File: config.mk
export PLATFORM = sky130hd
export DESIGN_NAME = mux_channel_scanner
export DESIGN_NICKNAME = d
export VERILOG_FILES = /design/src/rtl/mux_scan_pkg.sv /design/src/rtl/mux_dwell_counter.sv /design/src/rtl/mux_channel_scanner.sv
export SDC_FILE = /design/constraint.sdc
export NUM_CORES = 1
export LEC_CHECK = 0
export CAP_MARGIN = 20
export CORE_ASPECT_RATIO = 0.8
export CORE_MARGIN = 4
export CORE_UTILIZATION = 49
export DETAILED_ROUTE_END_ITERATION = 12
export PLACE_DENSITY = 0.73
export REMOVE_ABC_BUFFERS = 1
export SLEW_MARGIN = 20
export SYNTH_ARGS = -nofsm -noshare
export SYNTH_HDL_FRONTEND = slang
export SYNTH_HIERARCHICAL = 1
export SYNTH_SLANG_ARGS = --single-unit
export TNS_END_PERCENT = 30
File: constraint.sdc
create_clock -name clk -period 2.3 [get_ports clk]
set_clock_uncertainty 0.15 [all_clocks]
set_input_delay 0.23 -clock clk [delete_from_list [all_inputs] [get_ports clk]]
set_output_delay 0.23 -clock clk [all_outputs]
set_load 0.02 [all_outputs]
File: src/rtl/mux_scan_pkg.sv
// Shared types and helpers for the 4:1 mux channel scanner.
package mux_scan_pkg;

  localparam int NUM_CH = 4;

  // Channel index doubles as the {S1,S0} select value.
  typedef logic [1:0] ch_idx_t;

  typedef enum logic [1:0] {
    IDLE   = 2'd0,
    SETTLE = 2'd1,
    SAMPLE = 2'd2,
    HOLD   = 2'd3
  } state_t;

  typedef struct packed {
    logic    last;  // no enabled channel above cur
    ch_idx_t ch;    // next higher enabled channel (cur when last)
  } next_ch_t;

  // Next higher enabled channel after cur, plus a flag when cur is the last one.
  function automatic next_ch_t next_enabled(input logic [NUM_CH-1:0] mask,
                                            input ch_idx_t cur);
    next_ch_t r;
    r.last = 1'b1;
    r.ch   = cur;
    for (int i = NUM_CH - 1; i >= 0; i--) begin
      if ((i > int'(cur)) && mask[i]) begin
        r.last = 1'b0;
        r.ch   = ch_idx_t'(i);
      end
    end
    return r;
  endfunction

  // Lowest enabled channel; 0 when the mask is empty.
  function automatic ch_idx_t first_enabled(input logic [NUM_CH-1:0] mask);
    ch_idx_t r;
    r = '0;
    for (int i = NUM_CH - 1; i >= 0; i--) begin
      if (mask[i]) r = ch_idx_t'(i);
    end
    return r;
  endfunction

endpackage

File: src/rtl/mux_dwell_counter.sv
// Settle-time counter: counts while enabled, flags terminal count at DWELL-2.
module mux_dwell_counter #(
  parameter int DWELL = 4,
  parameter int CNT_W = 8
) (
  input  logic clk,
  input  logic rst_n,
  input  logic i_clr,
  input  logic i_en,
  output logic o_tc
);

  logic [CNT_W-1:0] r_cnt;

  // Clear has priority so every settle window starts from zero.
  always_ff @(posedge clk or negedge rst_n) begin
    if (!rst_n)      r_cnt <= '0;
    else if (i_clr)  r_cnt <= '0;
    else if (i_en)   r_cnt <= r_cnt + 1'b1;
  end

  assign o_tc = (r_cnt == CNT_W'(DWELL - 2));

endmodule

File: src/rtl/mux_channel_scanner.sv
// Round-robin select sequencer for a 4:1 mux: dwell, sample Y, emit one frame per scan.
// Handshake: frame/frame_valid are held stable while frame_valid=1; a transfer
// happens at a rising edge where frame_valid & frame_ready; ready alone does nothing.
module mux_channel_scanner
  import mux_scan_pkg::*;
#(
  parameter int DWELL = 4,
  parameter int CNT_W = 8
) (
  input  logic         clk,
  input  logic         rst_n,
  input  logic         en,
  input  logic [3:0]   ch_mask,
  output logic         S0,
  output logic         S1,
  input  logic         Y_in,
  output logic [3:0]   frame,
  output logic         frame_valid,
  input  logic         frame_ready,
  output state_t       dbg_state
);

  state_t     r_state, w_state;
  ch_idx_t    r_sel, w_sel;
  logic [3:0] r_mask, w_mask;
  logic [3:0] r_shadow, w_shadow;
  logic [3:0] r_frame, w_frame;
  logic       r_valid, w_valid;
  logic       w_tc;
  logic       w_start;
  next_ch_t   w_next;

  // Counter runs only while settling and sits at zero otherwise, so every
  // entry into SETTLE sees a fresh count.
  mux_dwell_counter #(
    .DWELL (DWELL),
    .CNT_W (CNT_W)
  ) u_dwell (
    .clk   (clk),
    .rst_n (rst_n),
    .i_clr (r_state != SETTLE),
    .i_en  (r_state == SETTLE),
    .o_tc  (w_tc)
  );

  assign w_start = en && (ch_mask != 4'b0000);
  assign w_next  = next_enabled(r_mask, r_sel);

  // Next-state and next-register values; everything defaults to hold.
  always_comb begin
    w_state  = r_state;
    w_sel    = r_sel;
    w_mask   = r_mask;
    w_shadow = r_shadow;
    w_frame  = r_frame;
    w_valid  = r_valid;
    unique case (r_state)
      IDLE: begin
        w_sel = '0;
        if (w_start) begin
          w_mask   = ch_mask;
          w_sel    = first_enabled(ch_mask);
          w_shadow = '0;
          w_state  = SETTLE;
        end
      end
      SETTLE: begin
        if (!en) begin
          w_sel   = '0;
          w_state = IDLE;
        end else if (w_tc) begin
          w_state = SAMPLE;
        end
      end
      SAMPLE: begin
        if (!en) begin
          w_sel   = '0;
          w_state = IDLE;
        end else begin
          w_shadow[r_sel] = Y_in;
          if (w_next.last) begin
            w_frame = w_shadow & r_mask;
            w_valid = 1'b1;
            w_state = HOLD;
          end else begin
            w_sel   = w_next.ch;
            w_state = SETTLE;
          end
        end
      end
      HOLD: begin
        // en is deliberately ignored here: the pending frame must be taken first.
        if (frame_ready) begin
          w_valid = 1'b0;
          if (w_start) begin
            w_mask   = ch_mask;
            w_sel    = first_enabled(ch_mask);
            w_shadow = '0;
            w_state  = SETTLE;
          end else begin
            w_sel   = '0;
            w_state = IDLE;
          end
        end
      end
      default: begin
        w_sel   = '0;
        w_state = IDLE;
      end
    endcase
  end

  // State and datapath registers, asynchronously cleared.
  always_ff @(posedge clk or negedge rst_n) begin
    if (!rst_n) begin
      r_state  <= IDLE;
      r_sel    <= '0;
      r_mask   <= '0;
      r_shadow <= '0;
      r_frame  <= '0;
      r_valid  <= 1'b0;
    end else begin
      r_state  <= w_state;
      r_sel    <= w_sel;
      r_mask   <= w_mask;
      r_shadow <= w_shadow;
      r_frame  <= w_frame;
      r_valid  <= w_valid;
    end
  end

  assign S1          = r_sel[1];
  assign S0          = r_sel[0];
  assign frame       = r_frame;
  assign frame_valid = r_valid;
  assign dbg_state   = r_state;

endmodule

==> results of run 1 <==
==> critical path, stage by stage (launching register included) <==
cell	delay (ns)
dfrtp_1	0.38
inv_1	0.06
ha_1	0.13
or4b_4	0.47
nor4_4	0.13
and3b_1	0.20
a211o_1	0.27
nor4b_2	0.27
a21oi_1	0.06
==> power breakdown <==
group	switching (uW)	internal, uW
sequential	117	542
clock	132	124
combinational	457	419
==> through the flow <==
stage / instances / util (%) / area, um^2 / hold WS, ns
floorplan: 139 / - / 1450 / -0.216
global placement: 200 / 61.0 / 1710 / 0.318
detailed placement: 200 / 61.0 / 1710 / 0.322
CTS: 204 / 62.6 / 1760 / 0.180
global route: 204 / 63.2 / 1780 / 0.205
finish: 204 / 63.2 / 1780 / 0.170
==> final timing paths <==
check / startpoint / to / slack [ns]
min: rst_n / r_mask[0]$_DFFE_PN0P_ / 0.17
min reg2reg: r_shadow[0]$_DFFE_PN0P_ / r_shadow[0]$_DFFE_PN0P_ / 0.34
max: u_dwell/r_cnt[0]$_DFFE_PN0P_ / dbg_state[0]$_DFFE_PN0P_ / 0.07
max reg2reg: u_dwell/r_cnt[0]$_DFFE_PN0P_ / dbg_state[0]$_DFFE_PN0P_ / 0.07
max in group asynchronous: rst_n / u_dwell/r_cnt[5]$_DFFE_PN0P_ / 1.59
min in group clk: r_shadow[0]$_DFFE_PN0P_ / r_shadow[0]$_DFFE_PN0P_ / 0.34
==> cells by family after synthesis <==
logic type / after synthesis
simple gates: 47
mux: 14
flops: 25
fa+ha+maj: 7
compound gates: 33
buf+inv: 12
xor+xnor: 4
==> placed cells by master, fill, tap and decap left out, types with 4 or more instances in the layout <==
master	count
o21ai_0	5
buf_4	6
inv_1	9
o31ai_1	7
mux2i_1	4
nand2_1	9
mux2_2	6
a21oi_1	7
mux2_1	4
nor2b_1	7
clkdlybuf4s50_1	17
nor2_1	12
dfrtp_1	25
ha_1	7
==> what timing repair did <==
item,4_1_cts,5_1_grt
setup endpoints to repair,0,1
resized for setup,0,3
hold endpoints to repair,0,0
==> layout make-up <==
type,instances,area share (%)
repair buffers,23,12.1
well taps,38,2.68
clock buffers,4,2.54
multi-input cells,105,45.5
flip-flops and latches,25,35.2
inverters,9,1.90
==> layer usage <==
metal	track usage (%)	vias to the layer above	share of wire (%)
li1	-	555	-
met1	23.7	573	49
met2	28.5	28	46
met3	2.46	2	3.7
met4	5.85	0	0.62
met5	0	-	0
==> sequential cells by signal, indices dropped and copies added (netlist names) <==
| name | cells |
|---|---|
| frame | 4 |
| r_shadow | 4 |
| dbg_state | 2 |
| r_mask | 4 |
| frame_valid | 1 |
| u_dwell/r_cnt | 8 |
| r_sel | 2 |
==> impl_metrics.py, run 1 <==
metrics = {
    "worst_hold_path": {
        "hp-class": "input pin to asynchronous set/reset pin",
    },
    "detailed_routing": {
        "dr_total_vias": 1158,
        "finalWirelength_um": 3040,
        "drt_iter0_markers": 29,
        "remaining_drc_errors": 0,
        "first_pass_iters": 4,
        "routed_via_density": 5.68,
        "post_drt_wl_per_cell_um": 14.9,
        "ant_nets": 0,
    },
    "placed_design": {
        "globalplace.congestion": 0.862,
        "io_buffers": 17,
        "dp_hpwl_um": 2300,
        "dpl_worst_slack_ns": 0.0591,
    },
    "logic_synthesis": {
        "synth_most_common_cell": "dfrtp_1",
        "synth-seq-area-share_pct": 42.7,
        "synthTopCellsByArea": "dfrtp_1 (43%), ha_1 (6.0%), mux2_2 (4.6%)",
        "synthCells": 142,
        "synth_top_family_by_area": "simple AND/OR/NAND/NOR gates",
        "synth-simple-area-share_pct": 18.5,
        "synth_compound_area_share_pct": 16.6,
        "async_flop_share_pct": 100,
        "ys_types": 43,
        "synth_edf_count": 0,
        "synth-seq-cells": 25,
        "synth_area_um2": 1470,
        "synth_common_cells": "dfrtp_1 (25), nor2_1 (12), inv_1 (9), nand2_1 (9)",
        "syn_area_per_cell_um2": 10.3,
        "synth_top_area_cell": "dfrtp_1",
        "synthMuxAreaShare_pct": 10.4,
        "synth_ff_type": "dfrtp_1",
        "synthXorXnorAreaFrac_pct": 2.39,
        "yosysWarningCount": 6,
        "synth_adder_area_share_pct": 5.97,
        "yosysTopAreaCellShare_pct": 42.7,
    },
    "grt": {
        "grt_antenna_before_repair": 0,
        "first_global_vias": 1180,
        "grt_pass1_wl_um": 5530,
        "track_usage_pct": 17.4,
        "grt_max_degree": 26,
        "grt_overflow_total": 0,
    },
    "timing": {
        "layout_setup_ws_ns": 0.0737,
        "worst_slew_margin_rel_pct": 74.5,
        "fin_setup_tns_ns": 0,
        "max_clock_freq_ghz": 0.449,
        "hold_viol_final": 0,
        "tightest_slew_ns": 0.382,
        "slew_violations": 0,
        "period_minus_slack_ns": 2.23,
        "setup_viol": 0,
        "finalCritPeriodShare_pct": 96.8,
        "grt_setup_unrepaired": "yes",
    },
    "clock_network": {
        "clk_pin_slew_worst_paths_ns": 0.09,
        "numCtsBuffers": 3,
        "cts_hold_buf": 0,
        "clk_path_buf_depth": 2,
        "clock_sinks": 25,
        "cts_root_buffer": "clkbuf_8",
        "cts_tree": "yes",
        "h-tree-depth": 1,
        "post-cts-setup-buffers": 0,
        "worstSkewPairLatency_ns": 0.26,
    },
    "cells_and_area": {
        "fin_nets": 183,
        "regArea_um2": 626,
        "syn2layout_area_growth_pct": 21.1,
        "multi_input_area_um2": 808,
        "antennaDiodeCount": 0,
        "fillers": 243,
        "drive_above_1_share_pct": 13.9,
    },
    "worst_setup_path": {
        "rr_worst_depth": 8,
        "end_kind": "register",
        "arrival_ns": 2.22,
        "worst-setup-path-type": "register to register",
        "required_ns": 2.30,
        "startpoint_type": "register",
        "path_max_fanout": 4,
    },
    "status": {
        "status": "complete, no violations",
    },
    "die": {
        "rows": 17,
        "io_pins": 18,
        "die_x_um": 69.2,
        "dieArea_um2": 3940,
        "initial_core_util_pct": 52.2,
        "fp.dieH_um": 56.9,
        "core-area_um2": 2810,
    },
    "power": {
        "p_per_area_nw_per_um2": 1010,
        "ir_drop_mv": 0.500,
        "finalPower_uw": 1790,
        "power_leakage_uw": 0.000772,
    },
    "flow_run": {
        "drv_cap": 0,
    },
}
No activity file was read; power rests on OpenSTA's default activity.
==> inputs of run 2 (changes only) <==
CORE_UTILIZATION = 38   (was 49)
PLACE_DENSITY = 0.57   (was 0.73)
clock period = 2.2 ns   (was 2.3 ns; I/O delays follow)
==> run 2 against run 1 <==
  * The run now ends with negative setup slack left
  * Non-clock buffer count is 5 higher
  * Critical path type unchanged
  * Maximum frequency is 0.14% higher
  * Die area is 25% higher
  * Combinational power is 10% higher
  * Sequential power is 3.2% higher
  * Via count is 1.2% higher
  * Total power is 7.2% higher
  * Utilization is 13 points lower
  * Clock power is 7% higher
  * Highest routed layer unchanged
  * Wire length is 7.1% higher
  * Register-to-register slack worse by 0.097 ns
  * Final cell count is 4.4% higher
==> impl_metrics.py, run 2 (synthesis gave the netlist of run 1 again) <==
metrics = {
    "status": {
        "status": "finished with violations",
        "failed_checks": "negative setup slack",
    },
    "timing": {
        "finalCritPeriodShare_pct": 101,
        "tightest_slew_ns": 0.410,
        "max_clock_freq_ghz": 0.450,
        "worst_slew_margin_rel_pct": 72.6,
        "slew_violations": 0,
        "period_minus_slack_ns": 2.22,
        "hold_viol_final": 0,
        "setup_viol": 1,
        "grt_setup_unrepaired": "yes",
        "fin_setup_tns_ns": -0.0231,
        "layout_setup_ws_ns": -0.0231,
    },
    "detailed_routing": {
        "dr_total_vias": 1172,
        "remaining_drc_errors": 0,
        "routed_via_density": 5.50,
        "post_drt_wl_per_cell_um": 15.3,
        "drt_iter0_markers": 74,
        "finalWirelength_um": 3260,
        "ant_nets": 0,
        "first_pass_iters": 4,
    },
    "worst_setup_path": {
        "path_max_fanout": 3,
        "rr_worst_depth": 8,
        "end_kind": "register",
        "regToRegStartpoint": "u_dwell/r_cnt[0]$_DFFE_PN0P_",
        "r2r_end": "dbg_state[0]$_DFFE_PN0P_",
        "arrival_ns": 2.23,
        "required_ns": 2.21,
        "worst-setup-path-type": "register to register",
        "rrSetupSlack_ns": -0.02,
        "startpoint_type": "register",
    },
    "clock_network": {
        "clock_sinks": 25,
        "worstSkewPairLatency_ns": 0.27,
        "h-tree-depth": 1,
        "numCtsBuffers": 3,
        "post-cts-setup-buffers": 0,
        "clk_path_buf_depth": 2,
        "cts_tree": "yes",
        "cts_root_buffer": "clkbuf_8",
        "clk_pin_slew_worst_paths_ns": 0.09,
    },
    "cells_and_area": {
        "final_cell_mix": "dfrtp_1 (25), clkdlybuf4s50_1 (17), nor2_1 (12), buf_4 (11), nand2_1 (9)",
        "antennaDiodeCount": 0,
        "max_flop_register": "u_dwell/r_cnt",
        "final_cells": 213,
        "final_common_cell": "dfrtp_1",
        "largest_register_ffs": 8,
        "syn2layout_area_growth_pct": 22.8,
        "fin_nets": 188,
        "drive_above_1_share_pct": 16.4,
    },
    "placed_design": {
        "dp.cells": 209,
        "dpl_worst_slack_ns": -0.0164,
        "dp_hpwl_um": 2480,
        "globalplace.congestion": 0.858,
        "io_buffers": 17,
    },
    "die": {
        "initial_core_util_pct": 41.1,
        "dieArea_um2": 4920,
        "die_x_um": 77.5,
        "rows": 19,
        "io_pins": 18,
        "fp.dieH_um": 63.6,
        "core-area_um2": 3570,
    },
    "power": {
        "p_per_area_nw_per_um2": 1070,
        "finalPower_uw": 1920,
        "ir_drop_mv": 0.531,
        "power_leakage_uw": 0.000794,
    },
    "flow_run": {
        "drv_cap": 0,
    },
    "grt": {
        "grt_antenna_before_repair": 0,
        "grt_overflow_total": 0,
        "grt_pass1_wl_um": 5320,
        "first_global_vias": 1110,
        "track_usage_pct": 13.6,
        "grt_max_degree": 26,
    },
    "worst_hold_path": {
        "hp-class": "input pin to asynchronous set/reset pin",
    },
}
[run 2: critical path, cell delays in order, from the launching register on]
cell and delay, ns:
dfrtp_1 0.38, inv_1 0.06, ha_1 0.14, or4b_1 0.44, nor4_1 0.16, and3b_1 0.20, a211o_1 0.26, nor4b_2 0.26
a21oi_1 0.06
[run 2: through the flow]
stage	area (um^2)	utilization (%)	hold slack, ns
after floorplan	1450	-	-0.226
after global placement	1750	49.2	0.312
after detailed placement	1750	49.2	0.317
after CTS	1800	50.5	0.163
after global routing	1800	50.5	0.189
final	1800	50.5	0.153
[run 2: final cells by class]
type                    count  area [um^2]
fillers                   332         1770
multi-input cells         105          790
flip-flops and latches     25          626
repair buffers             28          253
well taps                  42         52.6
clock buffers               3         41.3
inverters                   9         33.8
clock inverters             1         5.00
[run 2: where the power goes]
| part | total [uW] | switching [uW] | leakage, uW | internal [uW] |
|---|---|---|---|---|
| logic | 966 | 499 | 0.000439 | 467 |
| registers | 681 | 114 | 0.000330 | 567 |
| clock network | 274 | 148 | 0.0000255 | 127 |
| total | 1920 | 761 | 0.000794 | 1160 |
[run 2: worst max-delay path by stage]
stage | from | endpoint | depth (start not counted)
after detailed placement | u_dwell/r_cnt[0]$_DFFE_PN0P_ | dbg_state[0]$_DFFE_PN0P_ | 8
final | u_dwell/r_cnt[0]$_DFFE_PN0P_ | dbg_state[0]$_DFFE_PN0P_ | 8
after global placement | u_dwell/r_cnt[0]$_DFFE_PN0P_ | dbg_state[0]$_DFFE_PN0P_ | 8
after floorplan | u_dwell/r_cnt[0]$_DFFE_PN0P_ | dbg_state[0]$_DFFE_PN0P_ | 8
after CTS | u_dwell/r_cnt[0]$_DFFE_PN0P_ | dbg_state[0]$_DFFE_PN0P_ | 8
after global routing | u_dwell/r_cnt[0]$_DFFE_PN0P_ | dbg_state[0]$_DFFE_PN0P_ | 8
[run 2: timing repair]
item	4_1_cts	5_1_grt
endpoints found under the setup margin	1	3
gates cloned	0	0
hold buffers	0	0
gates resized for setup	0	1
endpoints found under the hold margin	0	0
[run 2: metal layers]
layer | track usage (%) | up-vias | part of all wire, %
met3 | 4.13 | 2 | 6.0
met2 | 19.0 | 35 | 39
met4 | 2.67 | 0 | 0.55
met5 | 0 | - | 0
met1 | 20.4 | 568 | 55
li1 | - | 567 | -
==> inputs of run 3 (changes only) <==
ABC_CLOCK_PERIOD_IN_PS = 2200   (was default)
==> results of run 3 <==
No change in the layout: final DEF, timing and power equal those of run 2.
